<file path="config.mk">
export PLATFORM = sky130hd
export DESIGN_NAME = bht_update_sched
export DESIGN_NICKNAME = d
export VERILOG_FILES = /design/src/rtl/bht_update_sched.sv
export SDC_FILE = /design/constraint.sdc
export NUM_CORES = 1
export LEC_CHECK = 0
export ABC_AREA = 1
export BUFFER_PORTS_ARGS = -buffer_cell sky130_fd_sc_hd__buf_2
export CAP_MARGIN = 5
export CELL_PAD_IN_SITES_DETAIL_PLACEMENT = 0
export CELL_PAD_IN_SITES_GLOBAL_PLACEMENT = 1
export CORE_MARGIN = 5
export CORE_UTILIZATION = 39
export CTS_CLUSTER_SIZE = 28
export DETAILED_ROUTE_END_ITERATION = 6
export GPL_TIMING_DRIVEN = 0
export PLACE_DENSITY_LB_ADDON = 0.08
export SLEW_MARGIN = 20
export SYNTH_ARGS = -nofsm -noshare
export SYNTH_HDL_FRONTEND = slang
export SYNTH_SLANG_ARGS = --single-unit
export TNS_END_PERCENT = 50
</file>
<file path="constraint.sdc">
create_clock -name clk_i -period 1.9 [get_ports clk_i]
set_input_delay 0.38 -clock clk_i [delete_from_list [all_inputs] [get_ports clk_i]]
set_output_delay 0.38 -clock clk_i [all_outputs]
set_load 0.005 [all_outputs]
</file>
<file path="src/rtl/bht_update_sched.sv">
// BHT update scheduler: queues resolved-branch updates, owns the global history
// register and drives the table's read-modify-write port, including the clearing sweep.
module bht_update_sched #(
  parameter int unsigned NR_ENTRIES = 1024,
  parameter int unsigned FIFO_DEPTH = 4,
  parameter int unsigned VLEN       = 64,
  localparam int unsigned INDEX_BITS = $clog2(NR_ENTRIES)
) (
  input  logic                  clk_i,
  input  logic                  rst_i,
  input  logic                  flush_i,
  input  logic                  debug_mode_i,
  input  logic                  upd_valid_i,
  input  logic [VLEN-1:0]       upd_pc_i,
  input  logic                  upd_taken_i,
  output logic                  upd_ready_o,
  output logic                  wr_en_o,
  input  logic                  wr_gnt_i,
  output logic [INDEX_BITS-1:0] wr_index_o,
  input  logic [1:0]            rd_counter_i,
  output logic                  wr_valid_o,
  output logic [1:0]            wr_counter_o,
  output logic [INDEX_BITS-1:0] ghr_o,
  output logic                  busy_o
);

  localparam int unsigned PTR_BITS = $clog2(FIFO_DEPTH);

  typedef enum logic {
    SWEEP,
    RUN
  } state_e;

  state_e state_q, state_d;
  logic [INDEX_BITS-1:0] sweep_cnt_q, sweep_cnt_d;
  logic [INDEX_BITS-1:0] ghr_q, ghr_d;

  logic [INDEX_BITS-1:0] fifo_pc [FIFO_DEPTH];
  logic                  fifo_taken [FIFO_DEPTH];
  logic [PTR_BITS-1:0]   rd_ptr_q, wr_ptr_q;
  logic [PTR_BITS:0]     count_q;

  logic                  full, empty, push, pop;
  logic [INDEX_BITS-1:0] head_pc;
  logic                  head_taken;
  logic [1:0]            upd_counter;
  logic                  unused_pc_hi;

  // Only the low PC bits participate in the gshare index.
  assign unused_pc_hi = ^upd_pc_i[VLEN-1:INDEX_BITS];

  assign full       = (count_q == (PTR_BITS+1)'(FIFO_DEPTH));
  assign empty      = (count_q == '0);
  assign head_pc    = fifo_pc[rd_ptr_q];
  assign head_taken = fifo_taken[rd_ptr_q];
  assign push       = upd_valid_i && upd_ready_o;
  assign busy_o     = (state_q == SWEEP);
  assign ghr_o      = ghr_q;

  always_comb begin
    upd_counter = rd_counter_i;
    if (head_taken) begin
      if (rd_counter_i != 2'b11) upd_counter = rd_counter_i + 2'b01;
    end else begin
      if (rd_counter_i != 2'b00) upd_counter = rd_counter_i - 2'b01;
    end
  end

  always_ff @(posedge clk_i or posedge rst_i) begin
    if (rst_i) begin
      state_q     <= SWEEP;
      sweep_cnt_q <= '0;
      ghr_q       <= '0;
    end else begin
      state_q     <= state_d;
      sweep_cnt_q <= sweep_cnt_d;
      ghr_q       <= ghr_d;
    end
  end

  // Flush overrides every other action in its cycle and restarts the sweep.
  always_comb begin
    state_d      = state_q;
    sweep_cnt_d  = sweep_cnt_q;
    ghr_d        = ghr_q;
    wr_en_o      = 1'b0;
    wr_index_o   = '0;
    wr_valid_o   = 1'b0;
    wr_counter_o = 2'b10;
    upd_ready_o  = 1'b0;
    pop          = 1'b0;
    if (flush_i) begin
      state_d     = SWEEP;
      sweep_cnt_d = '0;
      ghr_d       = '0;
    end else begin
      case (state_q)
        SWEEP: begin
          wr_en_o    = 1'b1;
          wr_index_o = sweep_cnt_q;
          if (wr_gnt_i) begin
            sweep_cnt_d = sweep_cnt_q + 1'b1;
            if (sweep_cnt_q == INDEX_BITS'(NR_ENTRIES - 1)) state_d = RUN;
          end
        end
        RUN: begin
          upd_ready_o = !full;
          if (!empty) begin
            if (debug_mode_i) begin
              pop = 1'b1;
            end else begin
              wr_en_o      = 1'b1;
              wr_index_o   = ghr_q ^ head_pc;
              wr_valid_o   = 1'b1;
              wr_counter_o = upd_counter;
              if (wr_gnt_i) begin
                pop   = 1'b1;
                ghr_d = {ghr_q[INDEX_BITS-2:0], head_taken};
              end
            end
          end
        end
        default: state_d = SWEEP;
      endcase
    end
  end

  always_ff @(posedge clk_i or posedge rst_i) begin
    if (rst_i) begin
      rd_ptr_q <= '0;
      wr_ptr_q <= '0;
      count_q  <= '0;
    end else if (flush_i) begin
      rd_ptr_q <= '0;
      wr_ptr_q <= '0;
      count_q  <= '0;
    end else begin
      if (push) wr_ptr_q <= wr_ptr_q + 1'b1;
      if (pop)  rd_ptr_q <= rd_ptr_q + 1'b1;
      case ({push, pop})
        2'b10:   count_q <= count_q + 1'b1;
        2'b01:   count_q <= count_q - 1'b1;
        default: count_q <= count_q;
      endcase
    end
  end

  // Payload storage needs no reset; occupancy is tracked by the pointers.
  always_ff @(posedge clk_i) begin
    if (push) begin
      fifo_pc[wr_ptr_q]    <= upd_pc_i[INDEX_BITS-1:0];
      fifo_taken[wr_ptr_q] <= upd_taken_i;
    end
  end

endmodule

</file>
* Word level (Yosys, flattened, before mapping)
Memories as Yosys holds them, arrays and structs flattened. Cells that the tools add are included.
Storage, ports and cells: word-level logic and storage cells 80, flip-flop bits (word level) 28, input bits 73, memory bits (writable) 44, output and inout bits 26, memories kept 2
Memories:
- fifo_pc | words 4, bits a word 10, read ports 1, clocked after memory_dff 0, wr ports 1, RTL line 38 | logic [INDEX_BITS-1:0] fifo_pc [FIFO_DEPTH];
- fifo_taken | words 4, bits a word 1, read ports 1, clocked after memory_dff 0, wr ports 1, RTL line 39 | logic fifo_taken [FIFO_DEPTH];
Operators by class: equality and inequality tests 8, reduce and logical (&&, ||, !) cells 11, muxes and demuxes 44, add/subtract/negate cells 7, bitwise operators 2
Operators by type and width (number):
- 10-bit two-way mux | 11
- 2-bit two-way mux | 11
- 10-bit one-hot mux with 2 select lines | 1
- 1-bit two-way mux | 18
- 10-bit by 1-bit adder with 10-bit output (second input constant) | 1
- 10-bit equality test (second input constant) | 1
- 2-bit nonzero test | 5
- 10-bit bitwise XOR | 1
- 2-bit != test (second input constant) | 4
- 2-bit by 1-bit adder with 2-bit output (second input constant) | 3
- 3-bit one-hot mux with 2 select lines | 1
- 4-bit AND reduction | 1
- 3-bit by 1-bit adder with 3-bit output (second input constant) | 1
- 3-bit equality test (second input constant) | 1
- 3-bit logical NOT | 1
- 3-bit two-way mux | 1
- 3-bit nonzero test | 1
- 3-bit by 1-bit subtractor with 3-bit output (second input constant) | 1
- 2-bit by 1-bit equality test with 1-bit output (second input constant) | 1
- 2-bit equality test (second input constant) | 1
- 1-bit one-hot mux with 2 select lines | 1
- 2-bit AND reduction | 1
- 2-bit by 1-bit subtractor with 2-bit output (second input constant) | 1
- 1-bit logical AND | 1
- other kinds (2) | 2

* Depth between registers and ports, before layout
Gate-level depths: netlist (run 1).
word-level depth 8, depth in mapped cells 11, depth with buffers taken out 11

* Worst setup path before layout (run 1)
OpenSTA, ideal clock, no wires.
path kind reg-to-reg, from register count_q[0], to register count_q[2], cell stages (with the launch flop) 12, path buffers 0, period minus slack after synthesis 1.689 ns, library setup time 0.117 ns, arrival 1.571 ns, slack 0.211 ns, data required time 1.783 ns, path through dfrtp_1 nor2_1 nand2_2 nand2_2 nor2_4 nand2_2 inv_1 fa_1 inv_1 nand3_1 nand3_1 nand2_1
Between the ends: longest elaborated chain between the ends 8, elaborated cells between the ends (all ways) 16, classes of those cells add/sub: 2; eq/ne: 3; mux: 7; reduce/logical: 4
RTL lines:
- start, declared | RTL line 41 | logic [PTR_BITS:0] count_q;
- start signal, assigned | RTL line 141 | 2'b10: count_q <= count_q + 1'b1;
- start signal, assigned | RTL line 142 | 2'b01: count_q <= count_q - 1'b1;
- start signal, assigned | RTL line 143 | default: count_q <= count_q;
- 3-bit equality test | RTL line 52 | assign full = (count_q == (PTR_BITS+1)'(FIFO_DEPTH));
- 1-bit logical NOT | RTL line 107 | upd_ready_o = !full;
- 1-bit two-way mux | RTL line 97 | case (state_q)
- 1-bit two-way mux | RTL line 92 | if (flush_i) begin
- 1-bit logical AND | RTL line 56 | assign push = upd_valid_i && upd_ready_o;
- 2-bit by 1-bit equality test with 1-bit output or 2-bit equality test (tied branches) | RTL line 140 | case ({push, pop})
- 3-bit one-hot mux with 2 select lines | RTL line 140
- 3-bit two-way mux | RTL line 133 | end else if (flush_i) begin
Several ways; a longest one is shown, not always the timed one. A chain may end at the register's enable or synchronous reset.

* Final worst setup path (run 1)
from register rd_ptr_q[0], to output port wr_index_o[6]
Between the ends: longest elaborated chain between the ends 6
RTL lines:
- start, declared | RTL line 40 | logic [PTR_BITS-1:0] rd_ptr_q, wr_ptr_q;
- start signal, assigned | RTL line 139 | if (pop) rd_ptr_q <= rd_ptr_q + 1'b1;
- memory 4 x 10 bit
- 10-bit bitwise XOR | RTL line 113 | wr_index_o = ghr_q ^ head_pc;
- 10-bit two-way mux | RTL line 109 | if (debug_mode_i) begin
- 10-bit two-way mux | RTL line 108 | if (!empty) begin
- 10-bit one-hot mux with 2 select lines | RTL line 97
- 10-bit two-way mux | RTL line 92
- end, declared | RTL line 19 | output logic [INDEX_BITS-1:0] wr_index_o,
No other way between the ends.

==> run metrics, run 1 <==
status=finished with violations; failing checks=negative setup slack; Synthesized Nets=~440; DRC violations left=0; pins over their slew limit=0; antenna-violating nets left=0; synth unique cells=30; Port-buffer cells=44; critical-path maximum fanout=6; CP startpoint kind=register; maxcap violations=0; I/O pin cnt=about 100; cell row count=34; ys async rst share=0.3889; Max Clk Rate=469.7 MHz; global route total overflow=0; routed vias=around 2.7k; GP Congestion=0.7570; Final HPWL DP=5989 um; WP data arrival=between 1.5 and 2 ns; largest area contributor in the netlist=edfxtp_1; Routed WL=8828 um; worst vdd ir=400.6 uV; Final Power=3062 uW; Reg clk slew, reported paths=about 0.080 ns; first-pass GRT wire length=13810 um; Die H=104.1 um; share of cells above drive strength 1=0.3472; Setup WS post-layout=-0.2292 ns; CTS tree=yes; critical path cell sequence=clkinv_4, buf_8, nand2_1, nand3_2, nand2_2, a21oi_2, o21ai_1, a21oi_1, buf_2; Worst slew margin=0.5302; Syn Std Cell Area=3455 um^2; WL/cell=16.35 um; crit path kind=reg -> out; Starting Density=0.3981; Synth top area share=0.3825; slew of the pin with the lowest slew margin=0.7039 ns; HP Class=in -> async; Finish-stage setup viols=12; drt pass-1 iters=4; number of global-route vias before repair=2696; Post-Synthesis Cells=362; critical path's slowest cell=dfrtp_2; Worst EP required=between 1.5 and 2 ns; vias per inst=a little over 5; All-Layer GR Usage=0.1625; Clk Latency, worst-skew pair=about 0.35 ns; Post-synth EDFFs=44; Fin Clk Skew=0.007733 ns; PD cells=703.7 nW/um^2; Fin. Hold Viols=0; Area Growth Syn to Fin=25.97%; cell area after layout=4352 um^2; RSZ-0062 raised after global routing=yes; Top FF cell, synth=edfxtp_1; fin crit period=approximately 2.1 ns; CTS Buf Count=9; dpl cells=just over 500; CORE AREA=8678 um^2; full die area=10840 um^2; Critical Path Sink Type=output port; synth top area cells=edfxtp_1 38%, dfrtp_1 20%, nand2_1 9.8%; CP max stage delay=0.45 ns; Cell Count, Final, Fillers Out=540; synth cell count leaders=90 x nand2_1, 44 x edfxtp_1, 44 x nand3_1, 32 x inv_1; TritonCTS Sinks=just over 70; #FFs+latches synth=a little over 70; # nets final=506; leakage=between 0.0015 and 0.002 uW; Die Span X=104.1 um; largest net degree at the start of global routing=29; count leader, synth=nand2_1; synth warn=0; H-tree Lvls=3; # diodes=0; CTS Buffer Depth=2; initial antenna violation count=0; Placed Instance Area=3810 um^2; Hold-fix buffers, CTS=0; Root Buffer=clkbuf_8; part of the Yosys area used for sequential elements=0.5853; 1st-iter DRT viols=172; Avg Cell Area, Syn=9.543 um^2; crit share post-route=1.121
[power breakdown]
| part | switching, uW | internal [uW] |
|---|---|---|
| logic | 94.6 | 46.0 |
| clock network | 617 | 621 |
| registers | 12.2 | 1670 |
| total | 723 | 2340 |
[critical path, delay by kind of cell, from the launching register on]
family	cells	cell delay (ns)
AO/OA/AOI/OAI	3	0.37
buffers and inverters	3	0.37
flip-flops	1	0.45
AND/OR/NAND/NOR	3	0.20
[metal layers]
| layer | vias up | share of wire | GRT usage |
|---|---|---|---|
| met4 | 0 | 0.016 | 0.06013 |
| li1 | 1356 | - | - |
| met2 | 46 | 0.48 | 0.2678 |
| met1 | 1334 | 0.46 | 0.2085 |
| met5 | - | 0 | 0 |
| met3 | 11 | 0.037 | 0.03724 |
[layout make-up]
cell class / count / area, um^2
flip-flops and latches: 72 / 2023
fillers: 817 / 4327
clock inverters: 7 / 76.32
plain buffers: 12 / 102.6
clock buffers: 9 / 123.9
inverters: 38 / 147.6
well taps: 108 / 135.1
repair buffers: 54 / 330.3
multi-input cells: 240 / 1413
[placed cells by master, fill, tap and decap left out, drive strengths merged]
cell type	instances
clkinvlp	1
nor3	6
buf	63
o21ai	30
inv	41
xnor2	1
and2	1
o41ai	1
nand2	94
bufinv	1
clkinv	2
ha	5
fa	1
clkbuf	12
o22ai	2
o21a	1
a21oi	29
edfxtp	44
nor2	20
dfrtp	28
o31ai	1
nand3	48
[what timing repair did]
action | CTS | global route
hold endpoints to repair | 0 | 0
gates cloned | 0 | 2
endpoints found under the setup margin | 58 | 60
setup buffers | 5 | 3
resized for setup | 38 | 29
pin swaps | 4 | 10
[per-stage QoR]
stage               worst slack (ns)    util  hold slack (ns)  TNS [ns]
finish                       -0.2292  0.5014           0.1042    -2.153
global route                 -0.3030  0.5014           0.1785    -3.924
CTS                          -0.2867  0.4798           0.1371    -11.30
detailed placement           -0.3543  0.4390           0.5127    -15.46
global placement             -0.3192  0.4390           0.5234    -14.17
floorplan                     0.2113       -           0.4454         0
[cells by family after synthesis]
group,Yosys count,share of synthesized area
adder cells (fa/ha/maj),6,0.02390
AND/OR/NAND/NOR,169,0.2275
flip-flops,72,0.5853
XOR/XNOR,1,0.002536
AO/OA/AOI/OAI,64,0.1025
buffers and inverters,50,0.05831
[flip-flops by register name, indices dropped and copies added, names as in the netlist]
register and cells:
wr_ptr_q 2, fifo_taken 4, ghr_o 10, sweep_cnt_q 10, state_q 1, rd_ptr_q 2, fifo_pc 40, count_q 3
[worst paths after layout]
| path | start | end | slack [ns] | cells after the start |
|---|---|---|---|---|
| min | rst_i | sweep_cnt_q[8] | 0.10 | 2 |
| min reg2reg | sweep_cnt_q[9] | sweep_cnt_q[9] | 0.55 | 2 |
| min in group clk_i | upd_taken_i | fifo_taken[3] | 0.24 | 1 |
| max in group asynchronous | rst_i | rd_ptr_q[0] | 1.34 | 2 |
| max reg2reg | state_q | count_q[2] | 0.12 | 10 |
| max | rd_ptr_q[0] | wr_index_o[6] | -0.23 | 9 |
Power figures use the tool's default switching activity.
==> run 2, diff against run 1 <==
--- a/config.mk
+++ b/config.mk
@@ -7,7 +7,6 @@
 export LEC_CHECK = 0
 export ABC_AREA = 1
 export BUFFER_PORTS_ARGS = -buffer_cell sky130_fd_sc_hd__buf_2
-export CAP_MARGIN = 5
 export CELL_PAD_IN_SITES_DETAIL_PLACEMENT = 0
 export CELL_PAD_IN_SITES_GLOBAL_PLACEMENT = 1
 export CORE_MARGIN = 5
@@ -15,7 +14,8 @@
 export CTS_CLUSTER_SIZE = 28
 export DETAILED_ROUTE_END_ITERATION = 6
 export GPL_TIMING_DRIVEN = 0
-export PLACE_DENSITY_LB_ADDON = 0.08
+export MAX_ROUTING_LAYER = met4
+export PLACE_DENSITY = 0.77
 export SLEW_MARGIN = 20
 export SYNTH_ARGS = -nofsm -noshare
 export SYNTH_HDL_FRONTEND = slang
==> run metrics, run 2 (same netlist as run 1, synthesis figures left out) <==
status=finished with violations; failing checks=negative setup slack; largest net degree at the start of global routing=29 (unchanged); WP data arrival=1.80 ns (+0.05 ns); worst vdd ir=452.9 uV (+13%); TritonCTS Sinks=72 (unchanged); I/O pin cnt=99 (unchanged); CTS Buf Count=9 (unchanged); met2 usage=0.2559 (-0.01184); PD cells=691.9 nW/um^2 (-1.7%); Placed Instance Area=3810 um^2 (unchanged); # nets final=508 (+0.40%); leakage=0.001819 uW (+1.6%); GP Congestion=0.8370 (+11%); Setup WS post-layout=-0.2808 ns (-0.05157 ns); Fin. Hold Viols=0 (unchanged); Finish-stage setup viols=12 (unchanged); Routed WL=8483 um (-3.9%); H-tree Lvls=3 (unchanged); Worst R2R Start=count_q[1]; share of cells above drive strength 1=0.3871 (+0.03987); CP startpoint kind=register; NetSw=726.1 uW (+0.39%); Root Buffer=clkbuf_8; All-Layer GR Usage=0.1630 (+0.0004727); drt pass-1 iters=4 (unchanged); CTS tree=yes; Worst slew margin=0.5507 (+0.02048); cell row count=34 (unchanged); Critical Path Sink Type=output port; RSZ-0062 raised after global routing=yes; initial antenna violation count=0 (unchanged); pins over their slew limit=0 (unchanged); Filler cells=828 (+1.3%); CORE AREA=8678 um^2 (unchanged); routing usage on met1=0.2029 (-0.005594); CTS Buffer Depth=2 (unchanged); Seq pwr share=0.549 (about the same); met3 Usage GRT=0.05462 (+0.01738); Worst EP required=1.52 ns (about the same); HP Class=in -> async; routed vias=2722 (-0.91%); maxcap violations=0 (unchanged); first-pass GRT wire length=13570 um (-1.7%); fin crit period=2.181 ns (+0.05157 ns); 1st-iter DRT viols=169 (-1.7%); WL/cell=15.65 um (-4.3%); Die Span X=104.1 um (unchanged); Area Growth Syn to Fin=28.40%; combinational power share=0.049 (+0.003); Pint=2343 uW (+0.17%); switch share=0.2366 (+0.0004027); crit path kind=reg -> out; Final HPWL DP=5753 um (-3.9%); commonest non-fill, non-tap cells in the layout=69 x nand2_1, 49 x buf_2, 44 x edfxtp_1, 31 x inv_1, 30 x nand3_1; Fin Clk Skew=0.007053 ns (-0.0006806 ns); max reg flops=40 (unchanged); DRC violations left=0 (unchanged); Reg clk slew, reported paths=0.08 ns (about the same); number of global-route vias before repair=2629 (-2.5%); crit share post-route=1.148 (+0.02714); global route total overflow=0 (unchanged); Clk Latency, worst-skew pair=0.35 ns (about the same); antenna-violating nets left=0 (unchanged); Reg with most FFs=fifo_pc; gr busiest metal=met2; slew of the pin with the lowest slew margin=0.6732 ns (-0.03069 ns); Port-buffer cells=44 (unchanged); # diodes=0 (unchanged); Starting Density=0.3981 (unchanged); commonest non-fill, non-tap cell in the layout=nand2_1; critical-path maximum fanout=7 (+1); full die area=10840 um^2 (unchanged); cell area after layout=4436 um^2 (+1.9%); Final Power=3069 uW (+0.22%); Die H=104.1 um (unchanged); Max Clk Rate=458.6 MHz (-2.4%); origin of the worst setup path=rd_ptr_q[0]; vias per inst=5.022 (-1.3%); clock share of power=0.403 (about the same); Hold-fix buffers, CTS=0 (unchanged)
==> run 2: final timing paths <==
kind | end | slack [ns] | cells after the start
worst max-delay path | wr_index_o[1] | -0.28 | 9
worst min-delay path | sweep_cnt_q[5] | 0.10 | 2
worst max register to register | count_q[2] | 0.05 | 12
worst min register to register | ghr_o[5] | 0.55 | 2
min in group clk_i | fifo_pc[0][1] | 0.24 | 1
max in group asynchronous | rd_ptr_q[0] | 1.35 | 2
==> run 2: final cells by class <==
type                            instances  area (um^2)  share of cell area
Timing Repair Buffer                   56        326.6             0.07362
Inverter                               38        147.6             0.03329
Clock buffer                            9        123.9             0.02793
Clock inverter                          7        76.32             0.01721
Buffer                                 12        110.1             0.02482
Tap cell                              108        135.1             0.03047
Sequential cell                        72         2024              0.4564
Multi-Input combinational cell        240         1491              0.3362
==> run 2: repair_timing <==
action                     4_1_cts  5_1_grt
pin swaps                       15       22
resized for setup               40       55
setup buffers                    6        5
gates cloned                     2        0
setup endpoints to repair       57       59
==> run 2: power groups by stage <==
stage                     Combinational (uW)  Sequential, uW  Clock (uW)
after floorplan                         74.9            1720           0
after global placement                   133            1720           0
after detailed placement                 136            1720           0
after CTS                                141            1680        1270
after global routing                     167            1690        1340
final                                    149            1680        1240
==> run 2: per-stage QoR <==
stage | worst slack, ns | util | hold slack [ns] | setup TNS, ns | std cells
after floorplan | 0.2113 | - | 0.4454 | 0 | 362
after global placement | -0.2523 | 0.4390 | 0.5235 | -11.10 | 514
after detailed placement | -0.2743 | 0.4390 | 0.4963 | -11.97 | 514
after CTS | -0.2762 | 0.4846 | 0.1192 | -2.824 | 538
after global routing | -0.3766 | 0.5111 | 0.1442 | -3.779 | 542
final | -0.2808 | 0.5111 | 0.1043 | -2.432 | 542
==> run 2: worst max-delay path, stage by stage, from the launching register on <==
cell and delay, ns:
dfrtp_2 0.47, clkinv_4 0.12, buf_8 0.13, nand2_2 0.05, nand3_2 0.05, nand2_2 0.08
a21oi_2 0.14, o21ai_1 0.09, a21oi_1 0.17, buf_2 0.15
==> run 2: metal layers <==
layer  vias to the layer above  part of all wire
li1                       1353                 -
met1                      1300              0.45
met2                        61              0.49
met3                         8             0.051
met4                         0             0.014
met5                         -                 0
